==> src/rtl/load_store_unit_pkg.sv <==
// Shared types for the tiny5 load/store unit: access sizes, funct3 encodings
// and the LSU state encoding.
package load_store_unit_pkg;

    typedef enum logic [1:0] {
        MEM_BYTE = 2'b00,
        MEM_HALF = 2'b01,
        MEM_WORD = 2'b10
    } mem_access_size_t;

    typedef enum logic [2:0] {
        F3_LB  = 3'b000,
        F3_LH  = 3'b001,
        F3_LW  = 3'b010,
        F3_LBU = 3'b100,
        F3_LHU = 3'b101
    } funct3_load_t;

    typedef enum logic [2:0] {
        F3_SB = 3'b000,
        F3_SH = 3'b001,
        F3_SW = 3'b010
    } funct3_store_t;

    typedef enum logic [1:0] {
        LSU_IDLE     = 2'b00,
        LSU_BUS_REQ  = 2'b01,
        LSU_BUS_WAIT = 2'b10,
        LSU_RESP     = 2'b11
    } lsu_state_t;

    // Word-aligned form of a byte address.
    function automatic logic [31:0] word_align(input logic [31:0] addr);
        return {addr[31:2], 2'b00};
    endfunction

endpackage

==> src/rtl/load_store_unit_if.sv <==
// Datapath request/response and data-memory bus signals of the LSU.
// master = the LSU itself, slave = datapath plus memory environment.
interface load_store_unit_if #(
    parameter int ADDR_W = 32
);
    logic              req_valid_i;
    logic              req_ready_o;
    logic              req_is_store_i;
    logic [1:0]        req_size_i;
    logic              req_unsigned_i;
    logic [ADDR_W-1:0] req_addr_i;
    logic [31:0]       req_wdata_i;
    logic              resp_valid_o;
    logic [31:0]       resp_rdata_o;
    logic              resp_misaligned_o;
    logic              resp_bus_error_o;
    logic              mem_req_valid_o;
    logic              mem_req_ready_i;
    logic [ADDR_W-1:0] mem_addr_o;
    logic              mem_wr_o;
    logic [31:0]       mem_wdata_o;
    logic [3:0]        mem_be_o;
    logic              mem_resp_valid_i;
    logic [31:0]       mem_rdata_i;

    modport master (
        input  req_valid_i, req_is_store_i, req_size_i, req_unsigned_i,
               req_addr_i, req_wdata_i, mem_req_ready_i, mem_resp_valid_i,
               mem_rdata_i,
        output req_ready_o, resp_valid_o, resp_rdata_o, resp_misaligned_o,
               resp_bus_error_o, mem_req_valid_o, mem_addr_o, mem_wr_o,
               mem_wdata_o, mem_be_o
    );

    modport slave (
        output req_valid_i, req_is_store_i, req_size_i, req_unsigned_i,
               req_addr_i, req_wdata_i, mem_req_ready_i, mem_resp_valid_i,
               mem_rdata_i,
        input  req_ready_o, resp_valid_o, resp_rdata_o, resp_misaligned_o,
               resp_bus_error_o, mem_req_valid_o, mem_addr_o, mem_wr_o,
               mem_wdata_o, mem_be_o
    );
endinterface

==> src/rtl/lsu_align.sv <==
// Combinational lane logic: store replication and byte enables, alignment
// check, and load extraction with zero/sign extension.
module lsu_align
    import load_store_unit_pkg::*;
(
    input  logic [1:0]  size_i,
    input  logic [1:0]  offset_i,
    input  logic        unsigned_i,
    input  logic [31:0] wdata_i,
    input  logic [31:0] rdata_i,
    output logic [31:0] wdata_lanes_o,
    output logic [3:0]  be_o,
    output logic        misaligned_o,
    output logic [31:0] rdata_ext_o
);
    logic [31:0] shifted_s;

    // Bring the addressed lane down to bit 0.
    always_comb begin
        shifted_s = rdata_i >> {offset_i, 3'b000};
    end

    // Per-size lane handling; size 2'b11 is illegal and reported as misaligned.
    always_comb begin
        wdata_lanes_o = 32'h0000_0000;
        be_o          = 4'b0000;
        misaligned_o  = 1'b0;
        rdata_ext_o   = 32'h0000_0000;
        case (size_i)
            MEM_BYTE: begin
                wdata_lanes_o = {4{wdata_i[7:0]}};
                be_o          = 4'b0001 << offset_i;
                rdata_ext_o   = {{24{~unsigned_i & shifted_s[7]}}, shifted_s[7:0]};
            end
            MEM_HALF: begin
                wdata_lanes_o = {2{wdata_i[15:0]}};
                be_o          = 4'b0011 << offset_i;
                misaligned_o  = offset_i[0];
                rdata_ext_o   = {{16{~unsigned_i & shifted_s[15]}}, shifted_s[15:0]};
            end
            MEM_WORD: begin
                wdata_lanes_o = wdata_i;
                be_o          = 4'b1111;
                misaligned_o  = |offset_i;
                rdata_ext_o   = shifted_s;
            end
            default: begin
                misaligned_o  = 1'b1;
            end
        endcase
    end
endmodule

==> src/rtl/load_store_unit.sv <==
// tiny5 memory-access stage: one load/store per transaction over a
// valid/ready data-memory bus, with misalignment and timeout reporting.
module load_store_unit
    import load_store_unit_pkg::*;
#(
    parameter int TIMEOUT_CYCLES = 256,
    parameter int ADDR_W         = 32
) (
    input  logic clk_i,
    input  logic reset_i,
    load_store_unit_if.master bus
);
    localparam int CNT_W      = (TIMEOUT_CYCLES > 2) ? $clog2(TIMEOUT_CYCLES) : 1;
    localparam int CNT_MAX    = (TIMEOUT_CYCLES > 0) ? TIMEOUT_CYCLES - 1 : 0;
    localparam bit TIMEOUT_EN = (TIMEOUT_CYCLES > 0);

    lsu_state_t        state_q, state_d;
    logic [CNT_W-1:0]  cnt_q, cnt_d;
    logic              req_ready_q, req_ready_d;
    logic              resp_valid_q, resp_valid_d;
    logic              resp_misaligned_q, resp_misaligned_d;
    logic              resp_bus_error_q, resp_bus_error_d;
    logic [31:0]       resp_rdata_q, resp_rdata_d;
    logic              mem_req_valid_q, mem_req_valid_d;
    logic [ADDR_W-1:0] mem_addr_q, mem_addr_d;
    logic              mem_wr_q, mem_wr_d;
    logic [31:0]       mem_wdata_q, mem_wdata_d;
    logic [3:0]        mem_be_q, mem_be_d;
    logic [1:0]        size_q, size_d;
    logic [1:0]        offset_q, offset_d;
    logic              unsigned_q, unsigned_d;

    logic [1:0]        al_size_s;
    logic [1:0]        al_offset_s;
    logic              al_unsigned_s;
    logic [31:0]       al_wdata_lanes_s;
    logic [3:0]        al_be_s;
    logic              al_misaligned_s;
    logic [31:0]       al_rdata_ext_s;

    // One aligner serves both paths: live request fields in IDLE, registered ones afterwards.
    always_comb begin
        if (state_q == LSU_IDLE) begin
            al_size_s     = bus.req_size_i;
            al_offset_s   = bus.req_addr_i[1:0];
            al_unsigned_s = bus.req_unsigned_i;
        end else begin
            al_size_s     = size_q;
            al_offset_s   = offset_q;
            al_unsigned_s = unsigned_q;
        end
    end

    lsu_align u_align (
        .size_i        (al_size_s),
        .offset_i      (al_offset_s),
        .unsigned_i    (al_unsigned_s),
        .wdata_i       (bus.req_wdata_i),
        .rdata_i       (bus.mem_rdata_i),
        .wdata_lanes_o (al_wdata_lanes_s),
        .be_o          (al_be_s),
        .misaligned_o  (al_misaligned_s),
        .rdata_ext_o   (al_rdata_ext_s)
    );

    // Next-state and next-output logic; response fields are zero unless entering RESP.
    always_comb begin
        state_d           = state_q;
        cnt_d             = cnt_q;
        resp_misaligned_d = 1'b0;
        resp_bus_error_d  = 1'b0;
        resp_rdata_d      = 32'h0000_0000;
        mem_addr_d        = mem_addr_q;
        mem_wr_d          = mem_wr_q;
        mem_wdata_d       = mem_wdata_q;
        mem_be_d          = mem_be_q;
        size_d            = size_q;
        offset_d          = offset_q;
        unsigned_d        = unsigned_q;
        case (state_q)
            LSU_IDLE: begin
                if (bus.req_valid_i && req_ready_q) begin
                    mem_addr_d  = {bus.req_addr_i[ADDR_W-1:2], 2'b00};
                    mem_wr_d    = bus.req_is_store_i;
                    mem_wdata_d = al_wdata_lanes_s;
                    mem_be_d    = al_be_s;
                    size_d      = bus.req_size_i;
                    offset_d    = bus.req_addr_i[1:0];
                    unsigned_d  = bus.req_unsigned_i;
                    if (al_misaligned_s) begin
                        state_d           = LSU_RESP;
                        resp_misaligned_d = 1'b1;
                    end else begin
                        state_d           = LSU_BUS_REQ;
                    end
                end else begin
                    state_d = LSU_IDLE;
                end
            end
            LSU_BUS_REQ: begin
                if (mem_req_valid_q && bus.mem_req_ready_i) begin
                    state_d = LSU_BUS_WAIT;
                    cnt_d   = {CNT_W{1'b0}};
                end else begin
                    state_d = LSU_BUS_REQ;
                end
            end
            LSU_BUS_WAIT: begin
                // A response coinciding with the last timeout cycle still completes normally.
                if (bus.mem_resp_valid_i) begin
                    state_d = LSU_RESP;
                    if (!mem_wr_q) begin
                        resp_rdata_d = al_rdata_ext_s;
                    end else begin
                        resp_rdata_d = 32'h0000_0000;
                    end
                end else if (TIMEOUT_EN && (cnt_q == CNT_W'(CNT_MAX))) begin
                    state_d          = LSU_RESP;
                    resp_bus_error_d = 1'b1;
                end else begin
                    cnt_d = cnt_q + {{(CNT_W-1){1'b0}}, 1'b1};
                end
            end
            LSU_RESP: begin
                state_d = LSU_IDLE;
            end
            default: begin
                state_d = LSU_IDLE;
            end
        endcase
        req_ready_d     = (state_d == LSU_IDLE);
        mem_req_valid_d = (state_d == LSU_BUS_REQ);
        resp_valid_d    = (state_d == LSU_RESP);
    end

    // State and output registers; reset abandons any access in flight.
    always_ff @(posedge clk_i or posedge reset_i) begin
        if (reset_i) begin
            state_q           <= LSU_IDLE;
            cnt_q             <= {CNT_W{1'b0}};
            req_ready_q       <= 1'b1;
            resp_valid_q      <= 1'b0;
            resp_misaligned_q <= 1'b0;
            resp_bus_error_q  <= 1'b0;
            resp_rdata_q      <= 32'h0000_0000;
            mem_req_valid_q   <= 1'b0;
            mem_addr_q        <= {ADDR_W{1'b0}};
            mem_wr_q          <= 1'b0;
            mem_wdata_q       <= 32'h0000_0000;
            mem_be_q          <= 4'b0000;
            size_q            <= 2'b00;
            offset_q          <= 2'b00;
            unsigned_q        <= 1'b0;
        end else begin
            state_q           <= state_d;
            cnt_q             <= cnt_d;
            req_ready_q       <= req_ready_d;
            resp_valid_q      <= resp_valid_d;
            resp_misaligned_q <= resp_misaligned_d;
            resp_bus_error_q  <= resp_bus_error_d;
            resp_rdata_q      <= resp_rdata_d;
            mem_req_valid_q   <= mem_req_valid_d;
            mem_addr_q        <= mem_addr_d;
            mem_wr_q          <= mem_wr_d;
            mem_wdata_q       <= mem_wdata_d;
            mem_be_q          <= mem_be_d;
            size_q            <= size_d;
            offset_q          <= offset_d;
            unsigned_q        <= unsigned_d;
        end
    end

    assign bus.req_ready_o       = req_ready_q;
    assign bus.resp_valid_o      = resp_valid_q;
    assign bus.resp_rdata_o      = resp_rdata_q;
    assign bus.resp_misaligned_o = resp_misaligned_q;
    assign bus.resp_bus_error_o  = resp_bus_error_q;
    assign bus.mem_req_valid_o   = mem_req_valid_q;
    assign bus.mem_addr_o        = mem_addr_q;
    assign bus.mem_wr_o          = mem_wr_q;
    assign bus.mem_wdata_o       = mem_wdata_q;
    assign bus.mem_be_o          = mem_be_q;
endmodule
==> src/flat_wrapper.sv <==
// flat-port wrapper written by rule: the top's interface ports become plain ports
module load_store_unit_flat import load_store_unit_pkg::*;
#(
    parameter int TIMEOUT_CYCLES = 256,
    parameter int ADDR_W         = 32
)
  (clk_i, reset_i, bus_req_valid_i, bus_req_is_store_i, bus_req_size_i, bus_req_unsigned_i, bus_req_addr_i, bus_req_wdata_i, bus_mem_req_ready_i, bus_mem_resp_valid_i, bus_mem_rdata_i, bus_req_ready_o, bus_resp_valid_o, bus_resp_rdata_o, bus_resp_misaligned_o, bus_resp_bus_error_o, bus_mem_req_valid_o, bus_mem_addr_o, bus_mem_wr_o, bus_mem_wdata_o, bus_mem_be_o);
  load_store_unit_if #(.ADDR_W(ADDR_W)) bus_i ();
  input  logic clk_i;
  input  logic reset_i;
  input wire logic [$bits(bus_i.req_valid_i)-1:0] bus_req_valid_i;
  input wire logic [$bits(bus_i.req_is_store_i)-1:0] bus_req_is_store_i;
  input wire logic [$bits(bus_i.req_size_i)-1:0] bus_req_size_i;
  input wire logic [$bits(bus_i.req_unsigned_i)-1:0] bus_req_unsigned_i;
  input wire logic [$bits(bus_i.req_addr_i)-1:0] bus_req_addr_i;
  input wire logic [$bits(bus_i.req_wdata_i)-1:0] bus_req_wdata_i;
  input wire logic [$bits(bus_i.mem_req_ready_i)-1:0] bus_mem_req_ready_i;
  input wire logic [$bits(bus_i.mem_resp_valid_i)-1:0] bus_mem_resp_valid_i;
  input wire logic [$bits(bus_i.mem_rdata_i)-1:0] bus_mem_rdata_i;
  output wire logic [$bits(bus_i.req_ready_o)-1:0] bus_req_ready_o;
  output wire logic [$bits(bus_i.resp_valid_o)-1:0] bus_resp_valid_o;
  output wire logic [$bits(bus_i.resp_rdata_o)-1:0] bus_resp_rdata_o;
  output wire logic [$bits(bus_i.resp_misaligned_o)-1:0] bus_resp_misaligned_o;
  output wire logic [$bits(bus_i.resp_bus_error_o)-1:0] bus_resp_bus_error_o;
  output wire logic [$bits(bus_i.mem_req_valid_o)-1:0] bus_mem_req_valid_o;
  output wire logic [$bits(bus_i.mem_addr_o)-1:0] bus_mem_addr_o;
  output wire logic [$bits(bus_i.mem_wr_o)-1:0] bus_mem_wr_o;
  output wire logic [$bits(bus_i.mem_wdata_o)-1:0] bus_mem_wdata_o;
  output wire logic [$bits(bus_i.mem_be_o)-1:0] bus_mem_be_o;
  assign bus_i.req_valid_i = bus_req_valid_i;
  assign bus_i.req_is_store_i = bus_req_is_store_i;
  assign bus_i.req_size_i = bus_req_size_i;
  assign bus_i.req_unsigned_i = bus_req_unsigned_i;
  assign bus_i.req_addr_i = bus_req_addr_i;
  assign bus_i.req_wdata_i = bus_req_wdata_i;
  assign bus_i.mem_req_ready_i = bus_mem_req_ready_i;
  assign bus_i.mem_resp_valid_i = bus_mem_resp_valid_i;
  assign bus_i.mem_rdata_i = bus_mem_rdata_i;
  assign bus_req_ready_o = bus_i.req_ready_o;
  assign bus_resp_valid_o = bus_i.resp_valid_o;
  assign bus_resp_rdata_o = bus_i.resp_rdata_o;
  assign bus_resp_misaligned_o = bus_i.resp_misaligned_o;
  assign bus_resp_bus_error_o = bus_i.resp_bus_error_o;
  assign bus_mem_req_valid_o = bus_i.mem_req_valid_o;
  assign bus_mem_addr_o = bus_i.mem_addr_o;
  assign bus_mem_wr_o = bus_i.mem_wr_o;
  assign bus_mem_wdata_o = bus_i.mem_wdata_o;
  assign bus_mem_be_o = bus_i.mem_be_o;
  load_store_unit #(.TIMEOUT_CYCLES(TIMEOUT_CYCLES), .ADDR_W(ADDR_W)) u_core (.clk_i(clk_i), .reset_i(reset_i), .bus(bus_i));
endmodule
==> config.mk <==
export PLATFORM = sky130hd
export DESIGN_NAME = load_store_unit_flat
export DESIGN_NICKNAME = d
export VERILOG_FILES = /design/src/rtl/load_store_unit_pkg.sv /design/src/rtl/load_store_unit_if.sv /design/src/rtl/lsu_align.sv /design/src/rtl/load_store_unit.sv /design/src/flat_wrapper.sv
export SDC_FILE = /design/constraint.sdc
export NUM_CORES = 1
export LEC_CHECK = 0
export ABC_AREA = 1
export CAP_MARGIN = 20
export CELL_PAD_IN_SITES_DETAIL_PLACEMENT = 0
export CELL_PAD_IN_SITES_GLOBAL_PLACEMENT = 1
export CORE_MARGIN = 3
export CORE_UTILIZATION = 29
export CTS_CLUSTER_DIAMETER = 150
export CTS_CLUSTER_SIZE = 10
export DETAILED_ROUTE_END_ITERATION = 8
export PLACE_DENSITY_LB_ADDON = 0.1
export SYNTH_ARGS = -nofsm -noshare
export SYNTH_HDL_FRONTEND = slang
export SYNTH_SLANG_ARGS = --single-unit
==> constraint.sdc <==
create_clock -name clk_i -period 4.4 [get_ports clk_i]
set_clock_uncertainty 0.2 [all_clocks]
set_input_delay 1.32 -clock clk_i [delete_from_list [all_inputs] [get_ports clk_i]]
set_output_delay 1.32 -clock clk_i [all_outputs]
set_load 0.005 [all_outputs]
# [Word level (Yosys, flattened, before mapping)]
# Cells that the tools add are included.
# W data, S select, Z words.
[op_classes] n_addsub=1 multipliers=0 n_div=0 n_lt_le_gt_ge=0 n_eq_ne=11 n_shift=3 n_mux=26 n_bitwise=3 n_reduce_logical=9
[ops] cell="$pmux W32 S3" count=2
[ops] cell="$mux W32" count=3
[ops] cell="$shr A32 B5 Y32" count=1
[ops] cell="$mux W8" count=3
[ops] cell="$pmux W8 S2" count=1
[ops] cell="$mux W2" count=7
[ops] cell="$pmux W4 S3" count=1
[ops] cell="$add A8 B1 Y8 const B" count=1
[ops] cell="$eq A2 B2 Y1 const B" count=4
[ops] cell="$eq A8 B8 Y1 const B" count=1
[ops] cell="$pmux W2 S4" count=1
[ops] cell="$mux W1" count=7
[ops] cell="$eq A2 B1 Y1 const B" count=3
[ops] cell="$logic_not A2 Y1" count=3
[ops] cell="$ne A2 B2 Y1 const B" count=2
[ops] cell="$reduce_and A4 Y1" count=1
[ops] cell="$shl A1 B2 Y4 const A" count=1
[ops] cell="$shl A2 B2 Y4 const A" count=1
[ops] cell="$pmux W1 S3" count=1
[ops] cell="$and A1 B1 Y1" count=2
[ops] cell="$logic_and A1 B1 Y1" count=2
[ops] cell="$ne A2 B1 Y1 const B" count=1
[ops] cell="$reduce_and A2 Y1" count=1
[ops] cell="$reduce_bool A2 Y1" count=1
[ops] cell="2 further kinds" count=2
[word_totals] register_bits=119 latch_bits=0 ram_bits=0 rom_bits=0 output_inout_bits=106 wordCells=68 mem_count=0

# [Logic depth before layout (Yosys ltp)]
[depth] ltp_word=8 depth_mapped=11

# [Hierarchy]
# Synthesis repeated with hierarchy kept, for this count alone.
[hier_totals] hier_cells=664 hier_area_um2=5955.7
[modules_own_cells] module="load_store_unit" n_inst=1 cells_per_inst=380 area_per_inst_um2=4652.0 seq_area_each_um2=2979.1
[modules_own_cells] module="lsu_align" n_inst=1 cells_per_inst=284 area_per_inst_um2=1303.8 seq_area_each_um2=0.0

# [Worst setup path after synthesis]
# Ideal clock, no wire load.
[synth_path] path_kind="input port to flip-flop" from="input bus_req_addr_i[1]" to="register u_core.resp_rdata_q[21], in the netlist u_core.bus.resp_rdata_o[21]" setup_ns=0.113 arrival_time_ns=2.165 slack_ns=1.922 path_stages=9 path_cell_list="inv_1 -> nand2_1 -> o21ai_2 -> nand3_1 -> nand3_4 -> buf_6 -> nand3_2 -> nand2_1 -> inv_1"
[synth_via] elab_chain_cells=7
[synth_rtl] item="start: declaration" line_no="flat_wrapper.sv:15" source="input wire logic [$bits(bus_i.req_addr_i)-1:0] bus_req_addr_i;"
[synth_rtl] item="$mux W2 *" line_no="load_store_unit.sv:43" source="if (state_q == LSU_IDLE) begin"
[synth_rtl] item="$shr A32 B5 Y32 *" line_no="lsu_align.sv:20" source="shifted_s = rdata_i >> {offset_i, 3'b000};"
[synth_rtl] item="$and A1 B1 Y1 (on tied branches)" line_no="lsu_align.sv:39, lsu_align.sv:33"
[synth_rtl] item="$pmux W32 S3 *" line_no="lsu_align.sv:29" source="case (size_i)"
[synth_rtl] item="$mux W32 *" line_no="load_store_unit.sv:112" source="if (!mem_wr_q) begin"
[synth_rtl] item="$mux W32 *" line_no="load_store_unit.sv:110" source="if (bus.mem_resp_valid_i) begin"
[synth_rtl] item="$mux W32 *" line_no="load_store_unit.sv:80" source="case (state_q)"
[synth_rtl] item="via u_core.resp_rdata_d[21]" line_no="load_store_unit.sv:23" source="logic [31:0] resp_rdata_q, resp_rdata_d;"
[synth_rtl] item="end signal: assignment" line_no="load_store_unit.sv:161" source="resp_rdata_q <= resp_rdata_d;"
[synth_rtl] item="end: declaration" line_no="load_store_unit.sv:23"
# The timed path passes the listed nets; every way through them passes the cells marked *.
# A chain may end at the register's enable or synchronous reset.

# [Worst setup path after layout]
[layout_path] from="input bus_req_addr_i[0]" to="register u_core.resp_rdata_q[9], in the netlist u_core.bus.resp_rdata_o[9]"
[layout_via] elab_chain_cells=7
[layout_rtl] item="$mux W2 *" line_no="load_store_unit.sv:43"
[layout_rtl] item="$shr A32 B5 Y32 *" line_no="lsu_align.sv:20"
[layout_rtl] item="$and A1 B1 Y1" line_no="lsu_align.sv:33" source="rdata_ext_o = {{24{~unsigned_i & shifted_s[7]}}, shifted_s[7:0]};"
[layout_rtl] item="$pmux W32 S3 *" line_no="lsu_align.sv:29"
[layout_rtl] item="$mux W32 *" line_no="load_store_unit.sv:112"
[layout_rtl] item="$mux W32 *" line_no="load_store_unit.sv:110"
[layout_rtl] item="$mux W32 *" line_no="load_store_unit.sv:80"
[layout_rtl] item="via u_core.resp_rdata_d[9]" line_no="load_store_unit.sv:23"
# Marks and branches as above.

==> flow_summary.ini <==
[critical_path]
cp_num_buf_inv = 2
startpoint_type = input pin
r2r_start = u_core.state_q[0]
criticalPathCategory = input pin to register
worstPathRequired_ns = 4.51
crit_chain = clkdlybuf4s50_1 > inv_1 > nand2_2 > nand2_4 > nand2_1 > nand3_1 > nand3_2 > a21oi_1
crit_family = simple AND/OR/NAND/NOR gates
end_kind = register
startpoint = bus_req_addr_i[0]
cp.arrival_ns = 3.33
cp_slowest_stage_delay_ns = 0.47
slowest_stage = nand3_2
critPathMaxFanout = 42

[worst_hold_path]
hp-class = register to register
min_from = u_core.bus.mem_addr_o[2]

[route]
vias_per_cell = 4.67
num_vias = 5458
ant_nets = 0
drt_iter0_drc = 303
dr.pass1.iters = 5
post-route-drc-count = 0
routed_wl_microns = 18800
wire_per_inst_microns = 16.1

[cells_and_area]
final_common_cell = nand2_1
num_antenna_cells = 0
drive_gt1_share_pct = 8.47
area_delta_synth_final_pct = 50.4
fill_cells = 1890
fin_util_pct = 45.0
stdcell_count = 1169
final_cell_area_sq_um = 8560
nets = 1003
final_cell_mix = nand2_1 (264), clkdlybuf4s50_1 (208), dfrtp_1 (118)

[global_route]
grt_use_met2_pct = 28.1
grt_pass1_vias = 5433
grt_overflow = 0
grt_pass1_wl_microns = 30000
use_met3_pct = 4.69
grt_max_degree = 120
track_usage_pct = 17.7
antenna_found_initial = 0
gr-usage-met1_pct = 23.8
grt_busiest_layer = met2

[pwr]
powerDensity_nw_per_um2 = 677
cellLeakagePower_nw = 4.15
ir_drop_v = 0.000384
p_total_mw = 5.79

[synth]
ys_async_sr_fraction_pct = 100
syn_inst = 699
yosysUniqueCellTypes = 34
ys_seq_area_share_pct = 52.4
ys.flop_type = dfrtp_1
yosys.area.top_type_share_pct = 51.9
avgSynthCellArea_sq_um = 8.14
synthesis.area_sq_um = 5690
synth_edf_count = 0
synth_area_leaders = dfrtp_1 (52%), nand2_1 (17%), nand3_1 (5.6%)
synth_top_area_cell = dfrtp_1
ys_ff_latch = 119
ys_warn_count = 0

[timing]
fin_ws_ns = 1.18
setup_violations = 0
setup_tns_ns = 0
maxSlewHeadroom_pct = 48.1
maxSlewViolCount = 0
hold_violations = 0
holdWs_ns = 0.275
min_period_ns = 3.22
fmax_mhz = 311
worst_pin_slew_ns = 0.776
rsz0062_at_grt = no
fin_crit_sh_pct = 73.2

[clock_network]
htree_num_levels = 4
cts.clk_slew.worst_paths_ns = 0.05
tritoncts = done
cts.sinks = 119
cts_buffers = 17
root_buffer = clkbuf_16
cts_resized = 0
cts_hold_buf = 0
clock_latency_ns = 0.41
postCtsSetupRepairBufs = 0
clock_path_buffers = 2

[flow_run]
maxCapViolCount = 0

[floorplan]
die_w_microns = 146
ios = 211
start_util_pct = 29.9
fp.dieH_microns = 146
rows = 50
die-area_sq_um = 21300
core_area_sq_um = 19000

[placed_design]
hpwl_microns = 13500
finalWeightedCongestion = 0.802
placed_area_sq_um = 7970
dp_cells = 1138
dp_slack_ns = 0.726
port_buffers = 208

[run_status]
status = finished, final reports clean
final timing paths:
path,endpoint,slack (ns),cells after the start
setup / recovery,u_core.bus.resp_rdata_o[9],1.18,8
hold / removal,u_core.bus.mem_addr_o[2],0.27,2
setup reg to reg,u_core.bus.resp_rdata_o[9],1.80,7
hold reg to reg,u_core.bus.mem_addr_o[2],0.27,2
max in group asynchronous,u_core.bus.mem_wdata_o[19],2.24,3
min in group asynchronous,u_core.bus.mem_addr_o[24],1.21,3
worst reg2reg max path: cells and delay by family, from the launching register on:
family | cells | cell delay [ns]
simple gates | 6 | 1.51
compound gates | 1 | 0.34
flops | 1 | 0.46
cells by family (layout without fill, tap and decap cells):
group / count (synthesis) / after routing / share of synthesized area (%)
simple gates: 406 / 406 / 31.8
compound gates: 82 / 82 / 8.49
fa+ha+maj: 1 / 1 / 0.220
other cells: 1 / 2 / 0.0659
flops: 119 / 119 / 52.4
xor+xnor: 1 / 1 / 0.154
buf+inv: 89 / 298 / 6.90
metal layers:
layer  routed length (microns)  up-vias  share of wire, %
li1                          -     2647                 -
met1                      8690     2600                46
met2                      8660      195                46
met3                      1260       16               6.7
met4                       227        0               1.2
met5                         0        -                 0
report_power, final:
part / switching [mW] / internal, mW / total, mW / leakage, nW
Clock: 0.490 / 0.913 / 1.40 / 0.286
Sequential: 0.219 / 1.47 / 1.69 / 1.53
Combinational: 1.51 / 1.18 / 2.70 / 2.33
Total: 2.22 / 3.57 / 5.79 / 4.15
cells in the mapped netlist (all sizes together), types with 6 or more instances:
master,number
a22o,9
nand3,77
inv,53
nor3,6
nor2,37
nand4,10
buf,25
clkbuf,11
dfrtp,118
a31oi,17
o21ai,41
a21oi,13
nand2,275
registers in the layout, summed over array words and instances, names as in the netlist, 2 cells and up:
| register | flops |
|---|---|
| u_core.bus.resp_rdata_o | 32 |
| u_core.offset_q | 2 |
| u_core.bus.mem_be_o | 4 |
| u_core.cnt_q | 8 |
| u_core.bus.mem_addr_o | 30 |
| u_core.state_q | 2 |
| u_core.bus.mem_wdata_o | 32 |
| u_core.size_q | 2 |
layout make-up:
class / instances / area [sq um] / area share (%)
Sequential cell: 119 / 2980 / 34.8
Multi-Input combinational cell: 492 / 2320 / 27.1
Timing Repair Buffer: 214 / 2140 / 25.0
Clock buffer: 22 / 464 / 5.42
Tap cell: 260 / 325 / 3.80
Inverter: 53 / 203 / 2.37
Clock inverter: 9 / 125 / 1.46
Power figures use the tool's default switching activity.
